## config.mk

```make
export PLATFORM = sky130hd
export DESIGN_NAME = sccb_init_seq_flat
export DESIGN_NICKNAME = d
export VERILOG_FILES = /design/src/rtl/sccb_pkg.sv /design/src/rtl/sccb_init_seq_if.sv /design/src/rtl/tick_timer.sv /design/src/rtl/sccb_init_seq.sv /design/src/flat_wrapper.sv
export SDC_FILE = /design/constraint.sdc
export NUM_CORES = 1
export LEC_CHECK = 0
export ABC_AREA = 1
export CORE_MARGIN = 2
export CORE_UTILIZATION = 50
export DETAILED_ROUTE_END_ITERATION = 12
export DONT_BUFFER_PORTS = 1
export PLACE_DENSITY = 0.61
export SYNTH_ARGS = -nofsm -noshare
export SYNTH_HDL_FRONTEND = slang
export SYNTH_HIERARCHICAL = 1
export SYNTH_SLANG_ARGS = --single-unit
export TNS_END_PERCENT = 5
```

## constraint.sdc

```tcl
create_clock -name clk -period 3.06 [get_ports clk]
set_input_delay 0.612 -clock clk [delete_from_list [all_inputs] [get_ports clk]]
set_output_delay 0.612 -clock clk [all_outputs]
set_load 0.02 [all_outputs]
```

## src/rtl/sccb_pkg.sv

```systemverilog
// Shared definitions for the SCCB init sequencer and the SCCB master:
// table op codes, WR encodings, entry field positions and the FSM state type.
package sccb_pkg;

  localparam logic [1:0] OP_WRITE  = 2'b00;
  localparam logic [1:0] OP_VERIFY = 2'b01;
  localparam logic [1:0] OP_DELAY  = 2'b10;
  localparam logic [1:0] OP_END    = 2'b11;

  // WR[1:0] transaction kind, WR[3:2] register address width
  localparam logic [1:0] WR_WRITE  = 2'b00;
  localparam logic [1:0] WR_RD1    = 2'b01;
  localparam logic [1:0] WR_RD2    = 2'b10;
  localparam logic [1:0] WR_WIDE   = 2'b01;
  localparam logic [1:0] WR_NARROW = 2'b00;

  localparam int OP_MSB    = 31;
  localparam int OP_LSB    = 30;
  localparam int WIDE_BIT  = 29;
  localparam int REG_MSB   = 23;
  localparam int REG_LSB   = 8;
  localparam int DAT_MSB   = 7;
  localparam int DAT_LSB   = 0;
  localparam int TICKS_MSB = 23;

  typedef enum logic [3:0] {
    IDLE, FETCH, DECODE, ISSUE, ACK, XFER, GAP,
    RD2_ISSUE, RD2_ACK, RD2_XFER, CMP, DELAY, FIN
  } state_t;

  function automatic logic [31:0] sccb_word(input logic [6:0] id, input logic wide,
                                            input logic [15:0] reg_addr, input logic [7:0] dat);
    return wide ? {id, 1'b0, reg_addr, dat} : {id, 1'b0, reg_addr[7:0], dat, 8'h00};
  endfunction

endpackage

```

## src/rtl/sccb_init_seq_if.sv

```systemverilog
// Table ROM port and SCCB master handshake seen by the init sequencer.
interface sccb_init_seq_if #(parameter int ADDR_W = 8);
  logic [ADDR_W-1:0] rom_addr;
  logic [31:0]       rom_data;
  logic              sccb_start;
  logic [3:0]        sccb_wr;
  logic [31:0]       sccb_data;
  logic              sccb_busy;
  logic [7:0]        sccb_rdata;

  modport master (output rom_addr, sccb_start, sccb_wr, sccb_data,
                  input  rom_data, sccb_busy, sccb_rdata);
  modport slave  (input  rom_addr, sccb_start, sccb_wr, sccb_data,
                  output rom_data, sccb_busy, sccb_rdata);
endinterface

```

## src/rtl/tick_timer.sv

```systemverilog
// Down-counter for inter-transaction gaps (clk rate) and table delays (tick rate).
// expired is high during the last cycle of the loaded interval.
module tick_timer #(
  parameter int TICK_DIV = 100000,
  parameter int CNT_W    = 24
) (
  input  logic             clk,
  input  logic             rstn,
  input  logic             load,
  input  logic             tick_mode,
  input  logic [CNT_W-1:0] count,
  output logic             expired
);
  localparam int              PRE_W   = (TICK_DIV > 1) ? $clog2(TICK_DIV) : 1;
  localparam logic [PRE_W-1:0] PRE_MAX = PRE_W'(TICK_DIV - 1);

  logic [CNT_W-1:0] cnt;
  logic [PRE_W-1:0] pre;
  logic             mode;

  always_ff @(posedge clk) begin
    if (!rstn) begin
      cnt  <= '0;
      pre  <= '0;
      mode <= 1'b0;
    end else if (load) begin
      cnt  <= count;
      pre  <= tick_mode ? PRE_MAX : '0;
      mode <= tick_mode;
    end else if (cnt != '0) begin
      if (pre == '0) begin
        cnt <= cnt - CNT_W'(1);
        pre <= mode ? PRE_MAX : '0;
      end else begin
        pre <= pre - PRE_W'(1);
      end
    end
  end

  assign expired = (cnt == CNT_W'(1)) && (pre == '0);

endmodule

```

## src/rtl/sccb_init_seq.sv

```systemverilog
// Table-driven camera init sequencer: fetches command words from a synchronous ROM
// and runs writes, read-back verifies and delays through the SCCB master.
module sccb_init_seq
  import sccb_pkg::*;
#(
  parameter int         ADDR_W   = 8,
  parameter logic [6:0] CAM_ID   = 7'h3C,
  parameter int         TICK_DIV = 100000,
  parameter int         GAP_CYC  = 16
) (
  input  logic              clk,
  input  logic              rstn,
  input  logic              go,
  output logic              busy,
  output logic              done,
  output logic              err,
  output logic [ADDR_W-1:0] err_idx,
  output logic [7:0]        err_rdata,
  sccb_init_seq_if.master   bus
);

  state_t            state, state_nxt;
  logic [ADDR_W-1:0] idx;
  logic [3:0]        wr_q;
  logic [31:0]       data_q;
  logic [7:0]        ent_data;
  logic              tmr_load, tmr_tick, tmr_exp;
  logic [23:0]       tmr_count;
  logic [1:0]        op;
  logic              wide, last, adv;
  logic              unused_rsvd;

  assign op          = bus.rom_data[OP_MSB:OP_LSB];
  assign wide        = bus.rom_data[WIDE_BIT];
  assign last        = (idx == {ADDR_W{1'b1}});
  assign unused_rsvd = ^bus.rom_data[28:24];

  always_comb begin
    state_nxt = state;
    tmr_load  = 1'b0;
    tmr_tick  = 1'b0;
    tmr_count = '0;
    case (state)
      IDLE:   if (go) state_nxt = FETCH;
      FETCH:  state_nxt = DECODE;
      DECODE: begin
        case (op)
          OP_WRITE, OP_VERIFY: state_nxt = ISSUE;
          OP_DELAY: begin
            if (bus.rom_data[TICKS_MSB:0] == '0) begin
              state_nxt = last ? FIN : FETCH;
            end else begin
              state_nxt = DELAY;
              tmr_load  = 1'b1;
              tmr_tick  = 1'b1;
              tmr_count = bus.rom_data[TICKS_MSB:0];
            end
          end
          default: state_nxt = FIN;
        endcase
      end
      ISSUE:     state_nxt = ACK;
      ACK:       if (bus.sccb_busy) state_nxt = XFER;
      XFER, RD2_XFER: begin
        if (!bus.sccb_busy) begin
          state_nxt = GAP;
          tmr_load  = 1'b1;
          tmr_count = 24'(GAP_CYC);
        end
      end
      // the held WR kind tells which transaction the gap follows
      GAP: begin
        if (tmr_exp) begin
          if (wr_q[1:0] == WR_RD1)      state_nxt = RD2_ISSUE;
          else if (wr_q[1:0] == WR_RD2) state_nxt = CMP;
          else                          state_nxt = last ? FIN : FETCH;
        end
      end
      RD2_ISSUE: state_nxt = RD2_ACK;
      RD2_ACK:   if (bus.sccb_busy) state_nxt = RD2_XFER;
      CMP:       state_nxt = last ? FIN : FETCH;
      DELAY:     if (tmr_exp) state_nxt = last ? FIN : FETCH;
      FIN:       state_nxt = IDLE;
      default:   state_nxt = IDLE;
    endcase
  end

  assign adv = (state_nxt == FETCH) && (state != IDLE);

  always_ff @(posedge clk) begin
    if (!rstn) begin
      state     <= IDLE;
      idx       <= '0;
      wr_q      <= '0;
      data_q    <= '0;
      ent_data  <= '0;
      done      <= 1'b0;
      err       <= 1'b0;
      err_idx   <= '0;
      err_rdata <= '0;
    end else begin
      state <= state_nxt;
      if (state == IDLE && go) begin
        idx  <= '0;
        done <= 1'b0;
        err  <= 1'b0;
      end
      if (adv) idx <= idx + ADDR_W'(1);
      if (state == DECODE && (op == OP_WRITE || op == OP_VERIFY)) begin
        ent_data <= bus.rom_data[DAT_MSB:DAT_LSB];
        wr_q     <= {wide ? WR_WIDE : WR_NARROW, (op == OP_VERIFY) ? WR_RD1 : WR_WRITE};
        data_q   <= sccb_word(CAM_ID, wide, bus.rom_data[REG_MSB:REG_LSB],
                              bus.rom_data[DAT_MSB:DAT_LSB]);
      end
      if (state_nxt == RD2_ISSUE && state == GAP) begin
        wr_q   <= {wr_q[3:2], WR_RD2};
        data_q <= {CAM_ID, 1'b0, 24'h0};
      end
      if (state_nxt == FIN) done <= 1'b1;
      if (state == CMP && bus.sccb_rdata != ent_data && !err) begin
        err       <= 1'b1;
        err_idx   <= idx;
        err_rdata <= bus.sccb_rdata;
      end
    end
  end

  tick_timer #(.TICK_DIV(TICK_DIV), .CNT_W(24)) u_tmr (
    .clk       (clk),
    .rstn      (rstn),
    .load      (tmr_load),
    .tick_mode (tmr_tick),
    .count     (tmr_count),
    .expired   (tmr_exp)
  );

  assign busy           = (state != IDLE) && (state != FIN);
  assign bus.rom_addr   = idx;
  assign bus.sccb_start = (state == ISSUE) || (state == RD2_ISSUE);
  assign bus.sccb_wr    = wr_q;
  assign bus.sccb_data  = data_q;

endmodule

```

## src/flat_wrapper.sv

```systemverilog
// flat-port wrapper written by rule: the top's interface ports become plain ports
module sccb_init_seq_flat import sccb_pkg::*;
#(
  parameter int         ADDR_W   = 8,
  parameter logic [6:0] CAM_ID   = 7'h3C,
  parameter int         TICK_DIV = 100000,
  parameter int         GAP_CYC  = 16
)
  (clk, rstn, go, busy, done, err, err_idx, err_rdata, bus_rom_addr, bus_sccb_start, bus_sccb_wr, bus_sccb_data, bus_rom_data, bus_sccb_busy, bus_sccb_rdata);
  sccb_init_seq_if #(.ADDR_W(ADDR_W)) bus_i ();
  input  logic clk;
  input  logic rstn;
  input  logic go;
  output logic busy;
  output logic done;
  output logic err;
  output logic [ADDR_W-1:0] err_idx;
  output logic [7:0] err_rdata;
  output wire logic [$bits(bus_i.rom_addr)-1:0] bus_rom_addr;
  output wire logic [$bits(bus_i.sccb_start)-1:0] bus_sccb_start;
  output wire logic [$bits(bus_i.sccb_wr)-1:0] bus_sccb_wr;
  output wire logic [$bits(bus_i.sccb_data)-1:0] bus_sccb_data;
  input wire logic [$bits(bus_i.rom_data)-1:0] bus_rom_data;
  input wire logic [$bits(bus_i.sccb_busy)-1:0] bus_sccb_busy;
  input wire logic [$bits(bus_i.sccb_rdata)-1:0] bus_sccb_rdata;
  assign bus_rom_addr = bus_i.rom_addr;
  assign bus_sccb_start = bus_i.sccb_start;
  assign bus_sccb_wr = bus_i.sccb_wr;
  assign bus_sccb_data = bus_i.sccb_data;
  assign bus_i.rom_data = bus_rom_data;
  assign bus_i.sccb_busy = bus_sccb_busy;
  assign bus_i.sccb_rdata = bus_sccb_rdata;
  sccb_init_seq #(.ADDR_W(ADDR_W), .CAM_ID(CAM_ID), .TICK_DIV(TICK_DIV), .GAP_CYC(GAP_CYC)) u_core (.clk(clk), .rstn(rstn), .go(go), .busy(busy), .done(done), .err(err), .err_idx(err_idx), .err_rdata(err_rdata), .bus(bus_i));
endmodule
```

Yosys cells after proc, flatten, opt, wreduce, memory -nomap -nowiden

Cells that the tools add are included.

Bits in registers: 111
Input bits: 44

Multiplexer cells: 41
Reduce and logical (&&, ||, !) cells: 28
Bitwise gates (word level): 2
Eq/ne operators: 22
$add $sub $neg: 3

Operators with widths:

| kind                    | number |
|---|---|
| $mux W24                | 6 |
| $mux W17                | 5 |
| $mux W31                | 2 |
| $pmux W24 S2            | 1 |
| $pmux W4 S11            | 1 |
| $mux W4                 | 10 |
| $eq A24 B1 Y1 const B   | 1 |
| $logic_not A24 Y1       | 1 |
| $reduce_bool A24 Y1     | 1 |
| $sub A24 B1 Y24 const B | 1 |
| $eq A4 B3 Y1 const B    | 5 |
| $eq A4 B4 Y1 const B    | 5 |
| $logic_not A17 Y1       | 1 |
| $sub A17 B1 Y17 const B | 1 |
| $mux W8                 | 2 |
| $reduce_bool A2 Y1      | 6 |
| $mux W1                 | 9 |
| $add A8 B1 Y8 const B   | 1 |
| $eq A4 B1 Y1 const B    | 2 |
| $eq A4 B2 Y1 const B    | 2 |
| $eq A8 B8 Y1 const B    | 1 |
| $logic_and A1 B1 Y1     | 8 |
| $ne A8 B8 Y1            | 1 |
| $pmux W4 S2             | 1 |
| other kinds (14)        | 22 |

Depth between registers and ports, before layout

Gate-level depths: netlist of run 1.

Depth in word-level cells: 10
Mapped depth: 19
Mapped depth without buffers: 18

Hierarchy

Netlist of run 1, hierarchy kept.

By module, submodules not included:

| module        | area an instance (um2) | sequential area each (um2) | cells each | times used |
|---|---|---|---|---|
| sccb_init_seq | 3579.7                 | 1321.3                     | 521        | 1 |
| tick_timer    | 2989.1                 | 840.8                      | 482        | 1 |

Worst setup path after synthesis of run 1

Ideal clock, no wire load.

Path type: flip-flop to flip-flop
From: reg u_core.u_tmr.pre[0]
To: reg u_core.data_q[5] (netlist: u_core/bus.sccb_data[5])
Arrival: 2.581 ns
Clock period less this slack: 2.647 ns
Stages on the path, launching flop included: 20
Setup slack: 0.413 ns
Cells stage by stage: dfxtp_1 -> inv_1 -> ha_1 -> inv_1 -> nor2_1 -> nand2_1 -> nor2_1 -> nand2_2 -> nor4_1 -> inv_1 -> nor2_1 -> nand2_1 -> nand3_2 -> inv_2 -> nor2_2 -> nand2_2 -> nand3_2 -> nand2_4 -> buf_6 -> a21oi_2

Longest elaborated chain between the ends: 7
Elaborated cells on any way between the ends: 8
Those cells by class: eq/ne (1); mux (3); reduce/logical (4)

RTL lines:

| what                                | line                                     | RTL |
|---|---|---|
| start: declaration                  | tick_timer.sv:18                         | `logic [PRE_W-1:0] pre;` |
| start signal: assignment            | tick_timer.sv:28                         | `pre <= tick_mode ? PRE_MAX : '0;` |
| start signal: assignment            | tick_timer.sv:33                         | `pre <= mode ? PRE_MAX : '0;` |
| start signal: assignment            | tick_timer.sv:35                         | `pre <= pre - PRE_W'(1);` |
| $logic_not A17 Y1 *                 | tick_timer.sv:40                         | `assign expired = (cnt == CNT_W'(1)) && (pre == '0);` |
| $logic_and A1 B1 Y1 *               | tick_timer.sv:40                         |  |
| via u_core.tmr_exp                  | sccb_init_seq.sv:27                      | `logic tmr_load, tmr_tick, tmr_exp;` |
| $mux W4, on equally long branches   | sccb_init_seq.sv:82, sccb_init_seq.sv:73 |  |
| $pmux W4 S11 *                      | sccb_init_seq.sv:43                      | `case (state)` |
| $eq A4 B3 Y1 *                      | sccb_init_seq.sv:115                     | `if (state_nxt == RD2_ISSUE && state == GAP) begin` |
| $logic_and A1 B1 Y1 *               | sccb_init_seq.sv:115                     |  |
| $reduce_or A2 Y1 (no source line) * | -                                        |  |
| end signal: assignment              | sccb_init_seq.sv:112                     | `data_q <= sccb_word(CAM_ID, wide, bus.rom_data[REG_MSB:REG_LSB],` |
| end signal: assignment              | sccb_init_seq.sv:117                     | `data_q <= {CAM_ID, 1'b0, 24'h0};` |
| end: declaration                    | sccb_init_seq.sv:25                      | `logic [31:0] data_q;` |

The timed path passes the listed nets; every way through them passes the cells marked *.
A chain may end at the register's enable or synchronous reset.

Final worst setup path of run 1

From: reg u_core.u_tmr.pre[0]
To: reg u_core.data_q[3] (netlist: u_core/bus.sccb_data[3])

The elaborated chain is that of the path after synthesis.

==> results of run 1 <==
==> how the worst min path moves through the flow <==
stage / start / slack (ns) / endpoint / cells past startpoint
2_1_floorplan: u_core/u_tmr/mode$_SDFFE_PN0P_ / 0.44 / u_core/u_tmr/mode$_SDFFE_PN0P_ / 2
3_3_place_gp: u_core/u_tmr/mode$_SDFFE_PN0P_ / 0.46 / u_core/u_tmr/mode$_SDFFE_PN0P_ / 2
3_5_place_dp: u_core/u_tmr/mode$_SDFFE_PN0P_ / 0.46 / u_core/u_tmr/mode$_SDFFE_PN0P_ / 2
4_1_cts: rstn / 0.35 / u_core/state[1]$_SDFF_PN0_ / 2
5_1_grt: rstn / 0.36 / u_core/u_tmr/pre[14]$_SDFFE_PN0P_ / 2
6_report: rstn / 0.37 / u_core/u_tmr/cnt[3]$_SDFFE_PN0P_ / 2
==> state kept, by name, summed over array words and instances (netlist names), 3 cells and up <==
name,count
u_core/u_tmr/pre,17
u_core/err_idx,8
u_core/bus.sccb_wr,3
u_core/err_rdata,8
u_core/u_tmr/cnt,24
u_core/ent_data,8
u_core/bus.rom_addr,8
u_core/state,4
u_core/bus.sccb_data,25
==> stage by stage <==
| step | instance area (sq um) | util | setup WS (ns) | total power, mW |
|---|---|---|---|---|
| floorplan | 6580 | - | 0.413 | 5.90 |
| global placement | 6580 | 0.517 | 0.368 | 6.45 |
| detailed placement | 6580 | 0.517 | 0.285 | 6.50 |
| CTS | 6880 | 0.541 | 0.274 | 7.75 |
| global route | 6880 | 0.541 | 0.0616 | 8.49 |
| finish | 6880 | 0.541 | 0.270 | 7.72 |
==> cell families after synthesis <==
| group | Yosys count |
|---|---|
| simple gates | 595 |
| xor+xnor | 18 |
| fa+ha+maj | 8 |
| compound gates | 147 |
| other cells | 1 |
| flops | 108 |
| buf+inv | 126 |
==> cell type report <==
cell class / count / area [sq um]
Fill cell: 1385 / 5840
Multi-Input combinational cell: 773 / 3840
Sequential cell: 108 / 2160
Inverter: 80 / 300
Clock buffer: 9 / 225
Tap cell: 172 / 215
Clock inverter: 7 / 80.1
Timing Repair Buffer: 7 / 52.6
==> where the power goes <==
part / switching, mW / internal, mW / total [mW]
Clock: 0.581 / 0.650 / 1.23
Combinational: 3.04 / 1.46 / 4.50
Sequential: 0.321 / 1.66 / 1.98
==> cells in the mapped netlist <==
cell      count  area [sq um]
nor4_1        3          18.8
a21oi_1      52           260
o21ai_2       1          8.76
dfxtp_1     108          2160
inv_2        18          67.6
a21oi_2       4          35.0
nand2_2       9          56.3
nand2_8       3          60.1
nor2_1      179           672
xor2_1       12           105
a21boi_2      1          11.3
nand2_1     232           871
nand3_2      11           110
nor2_4        8          90.1
clkinv_1      3          11.3
nand3_4       1          17.5
ha_1          8           100
inv_1        59           221
buf_6         8          90.1
buf_2         8          40.0
nand2_4       6          67.6
o21ai_1      14          70.1
a31oi_1       3          18.8
clkbuf_1     19          71.3
o211ai_1     16           120
nor2_2       33           206
nor3_1        3          15.0
nand3_1      79           395
buf_4         9          67.6
xnor2_1       6          52.6
conb_1        1          3.75
buf_1         2          7.51
nand4_1      15          93.8
or2_2         6          37.5
nand3b_1      7          52.6
o21ai_0      56           280
==> placed cells by master, fill, tap and decap left out, types with 11 or more instances in the layout <==
cell type / synthesis / final
nand2_1: 232 / 232
nor2_1: 179 / 179
dfxtp_1: 108 / 108
nand3_1: 79 / 79
inv_1: 59 / 59
o21ai_0: 56 / 56
a21oi_1: 52 / 52
nor2_2: 33 / 33
inv_2: 18 / 18
o211ai_1: 16 / 16
nand4_1: 15 / 15
o21ai_1: 14 / 14
xor2_1: 12 / 12
nand3_2: 11 / 11
==> routing by layer <==
metal  vias to the layer above  routed length [um]
met1                      2814                8300
met3                         8                1010
met2                       155                7570
li1                       3176                   -
met4                         0                 121
met5                         -                   0
==> impl_metrics.json, run 1 <==
{
  "yosys_warnings": 6,
  "routed_via_density": 5.32,
  "holdCritPathClass": "in2reg",
  "final_cell_count_no_fill": 1156,
  "setup_violations": 0,
  "postCtsSetupBuffers": 0,
  "slew_headroom": 0.458,
  "cp-endpoint": "u_core/bus.sccb_data[3]$_SDFFE_PP0P_",
  "report.final.hold_viol_count": 0,
  "root_buffer": "clkbuf_16",
  "cts_buffer_depth": 2,
  "ant_nets": 0,
  "clkTransAtPathRegs_ns": 0.08,
  "ioPinCount": 108,
  "place_inst": 1140,
  "cp_top_family": "simple AND/OR/NAND/NOR gates",
  "ys_ff_latch": 108,
  "timing.fmax_mhz": 358,
  "synthAdderAreaFrac": 0.0152,
  "worst_slew_pin_slew_ns": 0.812,
  "crit_required_ns": 3.35,
  "track_usage": 0.251,
  "rr_endpoint": "u_core/bus.sccb_data[3]$_SDFFE_PP0P_",
  "dp_hpwl_um": 12000,
  "leakagePower_nw": 2.98,
  "crit_start": "u_core/u_tmr/pre[0]$_SDFFE_PN0P_",
  "ir_worst_vdd_mv": 1.09,
  "drv_slew": 0,
  "routedWlPerCell_um": 14.7,
  "outcome": "complete, no violations",
  "cts_made_buffers": 9,
  "cp_num_buf_inv": 5,
  "die_w_um": 119,
  "antenna_found_initial": 0,
  "ctsResizeCount": 0,
  "synthCells": 1003,
  "synthMuxAreaShare": 0,
  "post-route-min-period_ns": 2.79,
  "clk_latency_ns": 0.36,
  "overflow": 0,
  "grt_pass1_vias": 5706,
  "path_max_fanout": 25,
  "use_met3": 0.0656,
  "synth_top_family_by_area": "simple AND/OR/NAND/NOR gates",
  "numClockSinks": 108,
  "drt-initial-drc-count": 517,
  "die_h_um": 119,
  "synth_area_sq_mm": 0.00657,
  "cts_tree": "yes",
  "r2r_slack_ns": 0.27,
  "fin_hold_ws_ns": 0.373,
  "grt_max_degree": 61,
  "grt_pass1_wl_um": 28800,
  "insertedDiodeCount": 0,
  "wl_um": 17000,
  "synth_compound_area_frac": 0.122,
  "via_count": 6153,
  "area_growth_pct": 4.74,
  "rows": 41,
  "drive_above_1_share": 0.126,
  "postSynthAreaPerCell_sq_um": 6.55,
  "dieArea_sq_mm": 0.0141,
  "met1_usage": 0.355,
  "crit_type": "reg2reg",
  "worstSetupEndpointType": "register",
  "worst-path-stages": 19,
  "htreeDepth": 3,
  "yosys.area_share.xor_xnor": 0.0240,
  "synthSimpleGateAreaFrac": 0.421,
  "busiest_layer": "met2",
  "core_sq_mm": 0.0127,
  "netlist-cell-type-count": 36,
  "rr_startpoint": "u_core/u_tmr/pre[0]$_SDFFE_PN0P_",
  "r2r_cells": 19,
  "rsz0062_at_grt": "false",
  "portBuffers": 0,
  "p_per_area_mw_per_mm2": 1120,
  "timing.final.crit_share": 0.912,
  "worst_setup_path_start_kind": "register",
  "postCtsHoldBufs": 0,
  "route.detailed.drc": 0,
  "fin_nets": 1031,
  "first_pass_iters": 5,
  "cp_slowest_cell": "dfxtp_1",
  "start_util": 0.516,
  "fin_skew_ns": 0.0109,
  "fin_tns_setup_ns": 0,
  "seq_area_frac_synth": 0.329,
  "path_cells": "inv_1 -> ha_1 -> inv_1 -> nor2_1 -> nand2_1 -> nor2_1 -> nand2_2 -> nor4_1 -> buf_4 -> inv_1 -> nor2_1 -> nand2_1 -> nand3_2 -> inv_2 -> nor2_2 -> nand2_2 -> nand3_2 -> nand2_4 -> a21oi_1",
  "arrival_ns": 3.08,
  "place.gp.congestion": 0.896,
  "max_stage_delay_ns": 0.31,
  "grt_use_met2": 0.384,
  "maxCapViolations": 0
}
No activity file was read; power rests on OpenSTA's default activity.
==> run 2, diff against run 1 <==
--- a/config.mk
+++ b/config.mk
@@ -10,6 +10,7 @@
 export CORE_UTILIZATION = 50
 export DETAILED_ROUTE_END_ITERATION = 12
 export DONT_BUFFER_PORTS = 1
+export GPL_ROUTABILITY_DRIVEN = 0
 export PLACE_DENSITY = 0.61
 export SYNTH_ARGS = -nofsm -noshare
 export SYNTH_HDL_FRONTEND = slang
==> results of run 2 <==
Final layout, timing and power as in run 1 (identical DEF).
==> run 3, diff against run 2 <==
--- a/config.mk
+++ b/config.mk
@@ -6,6 +6,7 @@
 export NUM_CORES = 1
 export LEC_CHECK = 0
 export ABC_AREA = 1
+export CAP_MARGIN = 25
 export CORE_MARGIN = 2
 export CORE_UTILIZATION = 50
 export DETAILED_ROUTE_END_ITERATION = 12
==> results of run 3 <==
Final layout, timing and power as in run 1 (identical DEF).
